File: src/rtl/gpu_pkg.sv
// Shared GPU core parameters and the fetch bundle carried across IF/ID into decode.
package gpu_pkg;
  localparam int NTHREADS = 4;
  localparam int TID_W    = 2;
  localparam int PC_W     = 9;
  localparam int INSTR_W  = 32;

  typedef struct packed {
    logic               valid;
    logic [PC_W-1:0]    pc;
    logic [TID_W-1:0]   tid;
    logic [INSTR_W-1:0] instr;
  } fetch_bundle_t;
endpackage

File: src/rtl/gpu_fetch_stage_rr_arbiter.sv
// Combinational round-robin arbiter: first request found searching from last_tid+1.
module rr_arbiter
  import gpu_pkg::*;
#(
  parameter int N  = NTHREADS,
  parameter int TW = TID_W
) (
  input  logic [N-1:0]  req,
  input  logic [TW-1:0] last_tid,
  output logic          grant_valid,
  output logic [N-1:0]  grant,
  output logic [TW-1:0] grant_tid
);

  logic [TW-1:0] idx;

  always_comb begin
    grant_valid = 1'b0;
    grant_tid   = last_tid;
    grant       = '0;
    idx         = '0;
    // Offset N wraps back onto last_tid itself, so it is searched last.
    for (int i = 1; i <= N; i++) begin
      idx = last_tid + TW'(i);
      if (!grant_valid && req[idx]) begin
        grant_valid = 1'b1;
        grant_tid   = idx;
      end
    end
    if (grant_valid) grant[grant_tid] = 1'b1;
  end

endmodule

File: src/rtl/gpu_fetch_stage.sv
// Multithreaded instruction fetch: round-robin thread pick, synchronous imem read,
// one-stage F1 tracking of the in-flight fetch with stall hold and redirect squash.
module gpu_fetch_stage
  import gpu_pkg::*;
#(
  parameter int NTHREADS = gpu_pkg::NTHREADS,
  parameter int TID_W    = gpu_pkg::TID_W,
  parameter int PC_W     = gpu_pkg::PC_W,
  parameter int INSTR_W  = gpu_pkg::INSTR_W
) (
  input  logic                clk,
  input  logic                rst,
  input  logic                stall_i,
  input  logic [NTHREADS-1:0] thread_en,
  input  logic                redirect_valid,
  input  logic [TID_W-1:0]    redirect_tid,
  input  logic [PC_W-1:0]     redirect_pc,
  output logic                imem_rd_en,
  output logic [PC_W-1:0]     imem_addr,
  input  logic [INSTR_W-1:0]  imem_rdata,
  output logic                out_valid,
  output logic [INSTR_W-1:0]  out_instr,
  output logic [PC_W-1:0]     out_pc,
  output logic [TID_W-1:0]    out_tid,
  output logic                if_id_en
);

  logic [NTHREADS-1:0][PC_W-1:0] pc_all;
  logic [TID_W-1:0]              rr_ptr_q, rr_ptr_d;
  logic                          f1_valid_q, f1_valid_d;
  logic [PC_W-1:0]               f1_pc_q, f1_pc_d;
  logic [TID_W-1:0]              f1_tid_q, f1_tid_d;

  logic                sel_valid;
  logic [NTHREADS-1:0] sel_onehot;
  logic [TID_W-1:0]    sel_tid;
  logic                issue;
  logic [PC_W-1:0]     sel_pc;

  rr_arbiter #(
    .N  (NTHREADS),
    .TW (TID_W)
  ) u_arb (
    .req         (thread_en),
    .last_tid    (rr_ptr_q),
    .grant_valid (sel_valid),
    .grant       (sel_onehot),
    .grant_tid   (sel_tid)
  );

  assign issue = ~stall_i & ~rst & sel_valid;

  always_comb begin
    sel_pc = '0;
    for (int i = 0; i < NTHREADS; i++) begin
      sel_pc = sel_pc | (pc_all[i] & {PC_W{sel_onehot[i]}});
    end
  end

  // Per-thread PC: redirect outranks the post-issue increment.
  for (genvar gi = 0; gi < NTHREADS; gi++) begin : g_pc
    logic [PC_W-1:0] pc_q, pc_d;

    always_comb begin
      pc_d = pc_q;
      if (redirect_valid && redirect_tid == TID_W'(gi)) begin
        pc_d = redirect_pc;
      end else if (issue && sel_onehot[gi]) begin
        pc_d = pc_q + 1'b1;
      end
    end

    always_ff @(posedge clk) begin
      if (rst) pc_q <= '0;
      else     pc_q <= pc_d;
    end

    assign pc_all[gi] = pc_q;
  end

  always_comb begin
    rr_ptr_d   = rr_ptr_q;
    f1_valid_d = f1_valid_q;
    f1_pc_d    = f1_pc_q;
    f1_tid_d   = f1_tid_q;
    if (issue) begin
      rr_ptr_d   = sel_tid;
      f1_valid_d = ~(redirect_valid && redirect_tid == sel_tid);
      f1_pc_d    = sel_pc;
      f1_tid_d   = sel_tid;
    end else if (!stall_i) begin
      f1_valid_d = 1'b0;
    end else if (redirect_valid && f1_tid_q == redirect_tid) begin
      f1_valid_d = 1'b0;
    end
  end

  always_ff @(posedge clk) begin
    if (rst) begin
      rr_ptr_q   <= TID_W'(NTHREADS - 1);
      f1_valid_q <= 1'b0;
      f1_pc_q    <= '0;
      f1_tid_q   <= '0;
    end else begin
      rr_ptr_q   <= rr_ptr_d;
      f1_valid_q <= f1_valid_d;
      f1_pc_q    <= f1_pc_d;
      f1_tid_q   <= f1_tid_d;
    end
  end

  assign imem_rd_en = issue;
  assign imem_addr  = issue ? sel_pc : '0;
  assign out_valid  = f1_valid_q;
  assign out_pc     = f1_pc_q;
  assign out_tid    = f1_tid_q;
  assign out_instr  = imem_rdata;
  assign if_id_en   = ~stall_i;

endmodule

File: config.mk
export PLATFORM = sky130hd
export DESIGN_NAME = gpu_fetch_stage
export DESIGN_NICKNAME = d
export VERILOG_FILES = /design/src/rtl/gpu_pkg.sv /design/src/rtl/gpu_fetch_stage_rr_arbiter.sv /design/src/rtl/gpu_fetch_stage.sv
export SDC_FILE = /design/constraint.sdc
export NUM_CORES = 1
export LEC_CHECK = 0
export ABC_AREA = 1
export BUFFER_PORTS_ARGS = -buffer_cell sky130_fd_sc_hd__buf_2
export CAP_MARGIN = 20
export CORE_MARGIN = 4
export CORE_UTILIZATION = 55
export DETAILED_ROUTE_END_ITERATION = 10
export PLACE_DENSITY = 0.94
export SLEW_MARGIN = 20
export SYNTH_ARGS = -nofsm -noshare
export SYNTH_HDL_FRONTEND = slang
export SYNTH_HIERARCHICAL = 1
export SYNTH_SLANG_ARGS = --single-unit
File: constraint.sdc
create_clock -name clk -period 4.2 [get_ports clk]
set_input_delay 0.84 -clock clk [delete_from_list [all_inputs] [get_ports clk]]
set_output_delay 0.84 -clock clk [all_outputs]
set_load 0.005 [all_outputs]
==> impl_metrics.json, run 1 <==
{
  "synth_seq_cells": 50,
  "final_util": 0.591,
  "min-delay-start": "out_pc[1]",
  "crit_required_ns": 3.36,
  "startpoint_type": "flip-flop",
  "drt-total-wl_mm": 9.64,
  "cp_slowest_cell": "dfxtp_1",
  "reg2regPathDepth": 13,
  "p_per_area_nw_per_um2": 352,
  "final-seq-area_um2": 1000,
  "cts_tree": "yes",
  "start_util": 0.569,
  "wl_per_cell_um": 14.4,
  "netlist_area_um2": 3610,
  "dp_slack_ns": 0.583,
  "port_buffers": 41,
  "power.switching_w": 0.000520,
  "io_pins": 106,
  "worst_slack_ns": 0.390,
  "h-tree-depth": 2,
  "drive_gt1_frac": 0.135,
  "status": "finished, final reports clean",
  "rsz0062_at_grt": "false",
  "dr_total_vias": 3813,
  "p_int_w": 0.000801,
  "placementRows": 29,
  "nets": 646,
  "synthTopCellsByArea": "dfxtp_1 28%, nand2_1 15%, nand3_1 11%, inv_1 7.4%, buf_4 6.9%",
  "hold-path-endpoint": "out_pc[1]",
  "grt_pass1_wl_mm": 16.0,
  "postCtsSetupBuffers": 0,
  "crit_chain": "inv_2 > nand2_1 > nand2_4 > nand2_8 > nand2_4 > or2_0 > nand3_1 > nand2_2 > nor2_1 > inv_1 > o21ai_0 > o21ai_0 > inv_1 > buf_2",
  "worstPathBufferInverterCount": 4,
  "holdPathStages": 2,
  "gp_congestion": 0.978,
  "grt_usage": 0.255,
  "ant_nets": 0,
  "clk-insertion-delay-late_ns": 0.31,
  "cp_top_family": "simple AND/OR/NAND/NOR gates",
  "r2r-start": "rr_ptr_q[0]",
  "hold_viol": 0,
  "dp_cells": 661,
  "worst-setup-path-type": "reg2out",
  "antenna_found_initial": 0,
  "final_cell_count_no_fill": 669,
  "share_seq_of_total_power": 0.415,
  "dr.first_iter.drc_count": 330,
  "fill_cells": 604,
  "p_sw_frac": 0.394,
  "yosysWarnings": 6,
  "die_area_um2": 7930,
  "pwr-share-comb": 0.346,
  "cts_inserted_buffers": 5,
  "clkSinkCount": 50,
  "insertedDiodeCount": 0,
  "postSynthCellCount": 583,
  "arrival_ns": 2.97,
  "syn_nets": 638,
  "slew_headroom": 0.535,
  "core-area_um2": 6350,
  "slew_violations": 0,
  "synth-seq-area-share": 0.277,
  "multiInputGateArea_um2": 2030,
  "regToRegSetupSlack_ns": 1.36,
  "fin_crit_ns": 3.81,
  "gr-total-overflow": 0,
  "cap_violations": 0,
  "grt_max_degree": 31,
  "hold_class": "reg2reg",
  "cts.clk_slew.worst_paths_ns": 0.10,
  "setup_viol": 0,
  "endpoint_kind": "output pin",
  "fin_tns_setup_ns": 0,
  "finClkSkew_ns": 0.0138,
  "drc": 0,
  "cts_root_buf": "clkbuf_8",
  "synth_top_area_frac": 0.277,
  "via_per_inst": 5.70,
  "fmax_mhz": 262,
  "syn_area_per_cell_um2": 6.19,
  "crit_fanout": 12,
  "cts_repair_resize_count": 0,
  "die_w_um": 89.0,
  "synth_top_area_cell": "dfxtp_1",
  "cts_buffer_depth": 2,
  "grt_pass1_vias": 3488,
  "max_stage_delay_ns": 0.59,
  "holdBufCountCts": 0,
  "die_h_um": 89.0,
  "r2r-end": "g_pc[0].pc_q[5]",
  "p_clk_frac": 0.239,
  "ys_types": 30,
  "hpwl_mm": 7.47,
  "finalCritPeriodShare": 0.907,
  "worst_pin_slew_ns": 0.697,
  "area.growth.synth_to_final_pct": 3.92,
  "first_pass_iters": 5,
  "p_leak_nw": 1.70,
  "ir_drop_uv": 206
}
-- tightest hold or removal path: cells and delay by family (launching register included) --
family	cells	cell delay, ns
flops	1	0.33
compound gates	1	0.06
simple gates	1	0.06
-- cell usage in the layout (no fill, tap or decap), types with 4 or more instances in the layout --
cell,count
nand2_4,4
nand3_1,76
inv_2,6
a21oi_1,32
nor2_1,48
a31oi_1,7
nand2_1,144
dfxtp_1,50
o21ai_0,40
nor2_2,4
o22ai_1,12
inv_1,71
nand4_1,10
ha_1,4
clkbuf_8,7
xor2_1,7
nand2_2,7
buf_2,41
-- flip-flops by register name, indices dropped and copies added (netlist names) --
| register | cells |
|---|---|
| out_tid | 2 |
| g_pc.pc_q | 36 |
| rr_ptr_q | 2 |
| out_pc | 9 |
| out_valid | 1 |
-- metrics by stage --
stage	total power, W	cell area [um2]	hold slack (ns)
floorplan	0.000902	3610	0.466
global placement	0.000995	3650	0.459
detailed placement	0.00101	3650	0.470
CTS	0.00132	3750	0.488
global route	0.00140	3750	0.518
finish	0.00132	3750	0.485
-- per-layer routing --
metal  vias up  share of wire  track usage
met5         -              0            0
met4         0          0.031        0.110
met3        33          0.085       0.0507
met2       173           0.47        0.417
met1      1729           0.41        0.328
li1       1878              -            -
-- layout make-up --
cell class                 instances  area share
clock buffer                       7      0.0257
clock inverter                     1     0.00233
inverter                          78      0.0780
multi-input combinational        412       0.541
sequential                        50       0.267
tap                               77      0.0257
timing repair buffer              44      0.0607
-- how the worst max path moves through the flow --
stage | startpoint | endpoint | slack [ns] | cells past startpoint
after floorplan | thread_en[2] | imem_addr[0] | 1.17 | 12
after global placement | thread_en[2] | imem_addr[4] | 0.62 | 14
after detailed placement | thread_en[2] | imem_addr[4] | 0.58 | 14
after CTS | rr_ptr_q[0] | imem_addr[4] | 0.41 | 14
after global routing | rr_ptr_q[0] | imem_addr[4] | 0.12 | 14
final | rr_ptr_q[0] | imem_addr[4] | 0.39 | 14
-- cell usage after synthesis, drive strengths merged --
| library cell | count |
|---|---|
| nand2 | 156 |
| nand3 | 79 |
| inv | 77 |
| nor2 | 55 |
| dfxtp | 50 |
| o21ai | 40 |
| buf | 35 |
| a21oi | 32 |
| o22ai | 12 |
| nand4 | 10 |
| clkbuf | 8 |
| a31oi | 7 |
| xor2 | 7 |
| ha | 4 |
| nor3 | 3 |
| xnor2 | 3 |
| a211oi | 1 |
| clkinv | 1 |
| nor3b | 1 |
| o21bai | 1 |
| or2 | 1 |
-- logic make-up (layout without fill, tap and decap cells) --
| group | count (synthesis) | after routing | share of synthesized area |
|---|---|---|---|
| AOI/OAI and AO/OA | 93 | 93 | 0.137 |
| xor gates and xnor gates | 10 | 10 | 0.0243 |
| adders and majority gates | 4 | 4 | 0.0139 |
| buffers and inverters | 121 | 130 | 0.161 |
| DFF | 50 | 50 | 0.277 |
| and+or+nand+nor | 305 | 305 | 0.387 |
-- power groups by stage --
stage,Sequential (W),Clock (W),Combinational [W]
floorplan,0.000548,0,0.000354
global placement,0.000557,0,0.000438
detailed placement,0.000558,0,0.000447
CTS,0.000548,0.000323,0.000449
global route,0.000555,0.000339,0.000510
finish,0.000548,0.000316,0.000457
(Power assumes the default switching activity.)
==> inputs of run 2 (changes only) <==
--- a/config.mk
+++ b/config.mk
@@ -12,6 +12,7 @@
 export CORE_UTILIZATION = 55
 export DETAILED_ROUTE_END_ITERATION = 10
 export PLACE_DENSITY = 0.94
+export REMOVE_ABC_BUFFERS = 1
 export SLEW_MARGIN = 20
 export SYNTH_ARGS = -nofsm -noshare
 export SYNTH_HDL_FRONTEND = slang
==> constraint.sdc (replaced) <==
create_clock -name clk -period 4.9 [get_ports clk]
set_input_delay 0.98 -clock clk [delete_from_list [all_inputs] [get_ports clk]]
set_output_delay 0.98 -clock clk [all_outputs]
set_load 0.005 [all_outputs]
==> run 2 against run 1 <==
  * Core utilization down 0.39 points
  * Combinational power down 15%
  * Power down 15%
  * Critical path depth unchanged
  * Via count up 2.8%
  * Sequential share of layout area up 0.18 points
  * Setup slack better by 0.52 ns
  * Sequential cell count unchanged
  * Cell count down 0.30%
  * Worst hold slack worse by 0.010 ns
  * Clock skew down 0.0082 ns
  * Critical endpoint unchanged
==> impl_metrics.json, run 2 (synthesis gave the netlist of run 1 again) <==
{
  "highest_layer": "met5",
  "slew_violations": 0,
  "cap_violations": 0,
  "via_per_inst": 5.88,
  "antenna_found_initial": 0,
  "endpoint_kind": "output pin",
  "clkSinkCount": 50,
  "layout_commonest_cell": "nand2_1",
  "p_sw_frac": 0.406,
  "insertedDiodeCount": 0,
  "fin_tns_setup_ns": 0,
  "r2r-end": "g_pc[0].pc_q[5]",
  "drive_gt1_frac": 0.132,
  "holdPathStages": 2,
  "holdBufCountCts": 0,
  "share_seq_of_total_power": 0.421,
  "r2r-start": "rr_ptr_q[0]",
  "rsz0062_at_grt": "false",
  "reg2regPathDepth": 13,
  "core-area_um2": 6350,
  "crit_required_ns": 3.92,
  "drt-met1-wl_mm": 4.92,
  "arrival_ns": 3.01,
  "start_util": 0.569,
  "cts_tree": "yes",
  "p_clk_frac": 0.230,
  "port_buffers": 41,
  "postCtsSetupBuffers": 0,
  "hold-path-endpoint": "out_pc[4]",
  "cts_repair_resize_count": 0,
  "dr.first_iter.drc_count": 331,
  "placementRows": 29,
  "drt-total-wl_mm": 11.5,
  "setup_viol": 0,
  "drc": 0,
  "routed-wl-met2_mm": 5.24,
  "die_area_um2": 7930,
  "dp_slack_ns": 1.03,
  "power.switching_w": 0.000454,
  "io_pins": 106,
  "h-tree-depth": 2,
  "finalCritPeriodShare": 0.814,
  "startpoint_type": "input port",
  "fill_cells": 612,
  "clk-insertion-delay-late_ns": 0.31,
  "crit_fanout": 8,
  "layout_common_cells": "144 x nand2_1, 76 x nand3_1, 71 x inv_1",
  "p_per_area_nw_per_um2": 300,
  "die_w_um": 89.0,
  "grt_pass1_vias": 3658,
  "status": "finished, final reports clean",
  "grt_max_degree": 31,
  "fin_crit_ns": 3.99,
  "cts_buffer_depth": 2,
  "cts_inserted_buffers": 5,
  "area.growth.synth_to_final_pct": 3.22,
  "slew_headroom": 0.545,
  "gp_congestion": 0.989,
  "dr_total_vias": 3921,
  "cts.clk_slew.worst_paths_ns": 0.09,
  "route.met3.wl_mm": 1.17,
  "hold_viol": 0,
  "gr-total-overflow": 0,
  "hpwl_mm": 9.01,
  "top_register": "g_pc.pc_q",
  "pwr-share-comb": 0.349,
  "fmax_mhz": 251,
  "finClkSkew_ns": 0.00553,
  "worst-setup-path-type": "in2out",
  "wl_per_cell_um": 17.3,
  "grt_pass1_wl_mm": 17.9,
  "worst_slack_ns": 0.914,
  "grt_usage": 0.295,
  "ant_nets": 0,
  "ir_drop_uv": 182,
  "crit_start": "thread_en[0]",
  "regToRegSetupSlack_ns": 1.95,
  "worst_pin_slew_ns": 0.682,
  "die_h_um": 89.0,
  "hold_class": "reg2reg",
  "largest_register_ffs": 36,
  "cts_root_buf": "clkbuf_8",
  "nets": 644,
  "first_pass_iters": 5,
  "min-delay-start": "out_pc[4]",
  "p_int_w": 0.000665,
  "p_leak_nw": 1.68
}
-- run 2: cell count changes in the layout (fill, tap and decap cells not counted) --
cell | previous run | this run
buf_4 | 3 | 1
clkbuf_8 | 7 | 6
clkinv_2 | 0 | 1
clkinv_4 | 1 | 0
clkinvlp_4 | 0 | 1
-- run 2: worst max-delay path by stage --
stage                              end  slack, ns  cells after the start
after global placement    imem_addr[4]       1.08                     14
after global routing      imem_addr[4]       0.74                     14
after CTS                 imem_addr[4]       1.00                     14
after detailed placement  imem_addr[4]       1.03                     14
after floorplan           imem_addr[0]       1.57                     12
final                     imem_addr[4]       0.91                     14
-- run 2: per-layer routing --
layer	vias to the layer above	track usage
li1	1871	-
met1	1809	0.371
met2	215	0.487
met3	24	0.0986
met4	2	0.0690
met5	-	0.0519
-- run 2: worst max-delay path, stage by stage --
cell,delay [ns]
buf_2,0.10
nand2_1,0.08
nand2_2,0.13
nand2_1,0.07
nand2_2,0.12
inv_1,0.07
nand3_2,0.17
nand3_1,0.13
nor2_1,0.33
inv_1,0.20
o21ai_0,0.27
o21ai_0,0.15
inv_1,0.09
buf_2,0.11
-- run 2: cell type report --
| type | instances | area (um2) | share of cell area |
|---|---|---|---|
| clock buffer | 6 | 82.6 | 0.0222 |
| clock inverter | 2 | 12.5 | 0.00336 |
| inverter | 78 | 293 | 0.0786 |
| multi-input combinational | 412 | 2030 | 0.544 |
| sequential | 50 | 1000 | 0.269 |
| tap | 77 | 96.3 | 0.0258 |
| timing repair buffer | 42 | 213 | 0.0571 |
-- run 2: metrics by stage --
stage | util | power (W) | cell area [um2] | hold slack [ns] | instances
floorplan | - | 0.000743 | 3320 | 0.466 | 540
global placement | 0.572 | 0.000850 | 3630 | 0.465 | 659
detailed placement | 0.572 | 0.000860 | 3630 | 0.460 | 659
CTS | 0.587 | 0.00111 | 3730 | 0.474 | 667
global route | 0.587 | 0.00118 | 3730 | 0.490 | 667
finish | 0.587 | 0.00112 | 3730 | 0.475 | 667
-- run 2: power groups by stage --
stage | clock, W | combinational, W | sequential [W]
finish | 0.000258 | 0.000390 | 0.000472
global route | 0.000274 | 0.000432 | 0.000475
CTS | 0.000260 | 0.000382 | 0.000470
detailed placement | 0 | 0.000381 | 0.000479
global placement | 0 | 0.000372 | 0.000478
floorplan | 0 | 0.000271 | 0.000472
==> inputs of run 3 (changes only) <==
--- a/config.mk
+++ b/config.mk
@@ -9,9 +9,9 @@
 export BUFFER_PORTS_ARGS = -buffer_cell sky130_fd_sc_hd__buf_2
 export CAP_MARGIN = 20
 export CORE_MARGIN = 4
-export CORE_UTILIZATION = 55
+export CORE_UTILIZATION = 53
 export DETAILED_ROUTE_END_ITERATION = 10
-export PLACE_DENSITY = 0.94
+export PLACE_DENSITY = 0.92
 export REMOVE_ABC_BUFFERS = 1
 export SLEW_MARGIN = 20
 export SYNTH_ARGS = -nofsm -noshare
==> constraint.sdc (replaced) <==
create_clock -name clk -period 4.09 [get_ports clk]
set_input_delay 0.818 -clock clk [delete_from_list [all_inputs] [get_ports clk]]
set_output_delay 0.818 -clock clk [all_outputs]
set_load 0.005 [all_outputs]
==> run 3 against run 2 <==
  * Global-route usage shrank 2.1 points
  * Clock power increased by 25%
  * Critical path depth is the same
  * Sequential cell count did not move
  * Die area grew 3.4%
  * Sequential share of layout area decreased by 0.13 points
  * Power rose by 22%
  * Routed wire length decreased by 0.24%
  * First-iteration DRC count grew 9.1%
  * Setup slack worse by 0.56 ns
  * Critical path type is now reg2out
  * Largest cell class unchanged
==> impl_metrics.json, run 3 (synthesis gave the netlist of run 1 again) <==
{
  "worst_pin_slew_ns": 0.752,
  "start_util": 0.556,
  "finClkSkew_ns": 0.00992,
  "drc": 0,
  "h-tree-depth": 2,
  "cts_tree": "yes",
  "grt_pass1_vias": 3700,
  "cts_repair_resize_count": 0,
  "dr.first_iter.drc_count": 361,
  "reg2regPathDepth": 14,
  "grt_max_degree": 31,
  "core-area_um2": 6490,
  "first_pass_iters": 5,
  "gp_congestion": 1.02,
  "die_h_um": 90.5,
  "dp_slack_ns": 0.585,
  "ant_nets": 0,
  "port_buffers": 41,
  "worst_slack_ns": 0.357,
  "layout_commonest_cell": "nand2_1",
  "drt-total-wl_mm": 11.5,
  "die_w_um": 90.5,
  "clkSinkCount": 50,
  "antenna_found_initial": 0,
  "arrival_ns": 2.91,
  "crit_required_ns": 3.27,
  "slew_headroom": 0.498,
  "fin_crit_ns": 3.73,
  "p_leak_nw": 1.69,
  "r2r-end": "g_pc[3].pc_q[6]",
  "cap_violations": 0,
  "insertedDiodeCount": 0,
  "finalCritPeriodShare": 0.913,
  "startpoint_type": "flip-flop",
  "hpwl_mm": 8.99,
  "placementRows": 29,
  "holdBufCountCts": 0,
  "gr-total-overflow": 0,
  "hold_class": "reg2reg",
  "grt_usage": 0.274,
  "drive_gt1_frac": 0.135,
  "top_register": "g_pc.pc_q",
  "min-delay-start": "out_pc[2]",
  "hold_viol": 0,
  "fmax_mhz": 268,
  "setup_viol": 0,
  "status": "finished, final reports clean",
  "largest_register_ffs": 36,
  "area.growth.synth_to_final_pct": 3.74,
  "crit_fanout": 12,
  "cts_root_buf": "clkbuf_8",
  "nets": 646,
  "r2r-start": "rr_ptr_q[0]",
  "rsz0062_at_grt": "false",
  "fin_tns_setup_ns": 0,
  "io_pins": 106,
  "holdPathStages": 2,
  "cts.clk_slew.worst_paths_ns": 0.10,
  "whs_ns": 0.483,
  "via_per_inst": 5.90,
  "cts_inserted_buffers": 5,
  "postCtsSetupBuffers": 0,
  "fill_cells": 638,
  "endpoint_kind": "output pin",
  "ir_drop_uv": 217,
  "slew_violations": 0,
  "hold-path-endpoint": "out_pc[2]",
  "cts_buffer_depth": 2,
  "die_area_um2": 8200,
  "worst-setup-path-type": "reg2out",
  "dr_total_vias": 3950,
  "clk-insertion-delay-late_ns": 0.31,
  "wl_per_cell_um": 17.2,
  "layout_common_cells": "144 x nand2_1, 76 x nand3_1, 71 x inv_1",
  "regToRegSetupSlack_ns": 1.23,
  "p_per_area_nw_per_um2": 364,
  "grt_pass1_wl_mm": 18.2
}
-- run 3: worst max-delay path: stages, from the launching register on --
cell	delay, ns
dfxtp_1	0.60
inv_2	0.18
nand2_1	0.15
nand2_4	0.09
nand2_8	0.08
nand2_4	0.07
or2_0	0.20
nand3_1	0.09
nand2_2	0.08
nor2_1	0.27
inv_1	0.19
o21ai_0	0.21
o21ai_0	0.17
inv_1	0.09
buf_2	0.11
-- run 3: layer usage --
layer	up-vias	global-route usage	share of wire
met5	-	0.0513	0
met4	0	0.0714	0.017
met3	25	0.0808	0.11
met2	204	0.427	0.45
met1	1843	0.365	0.43
li1	1878	-	-
-- run 3: power by group --
part,switching [W],internal [W],leakage (nW)
Combinational,0.000333,0.000144,1.24
Clock,0.000182,0.000140,0.0478
Sequential,0.0000411,0.000523,0.408
-- run 3: worst max-delay path by stage --
stage                             from           end  slack (ns)  cells after the start
after global routing       rr_ptr_q[0]  imem_addr[7]        0.05                     15
after global placement    thread_en[2]  imem_addr[7]        0.67                     14
after CTS                  rr_ptr_q[0]  imem_addr[4]        0.42                     14
after detailed placement  thread_en[0]  imem_addr[4]        0.58                     14
final                      rr_ptr_q[0]  imem_addr[4]        0.36                     14
after floorplan           thread_en[2]  imem_addr[0]        1.08                     12
-- run 3: final cells by class --
cell class | instances | area, um2 | area share
inverters | 78 | 293 | 0.0782
clock inverters | 2 | 16.3 | 0.00434
clock buffers | 6 | 82.6 | 0.0220
multi-input cells | 412 | 2030 | 0.542
flip-flops and latches | 50 | 1000 | 0.267
repair buffers | 44 | 228 | 0.0608
well taps | 77 | 96.3 | 0.0257
-- run 3: per-stage QoR --
| stage | total power, W | area, um2 | util | std cells |
|---|---|---|---|---|
| after floorplan | 0.000891 | 3320 | - | 540 |
| after global placement | 0.00102 | 3650 | 0.562 | 661 |
| after detailed placement | 0.00104 | 3650 | 0.562 | 661 |
| after CTS | 0.00135 | 3750 | 0.577 | 669 |
| after global routing | 0.00144 | 3750 | 0.577 | 669 |
| final | 0.00136 | 3750 | 0.577 | 669 |
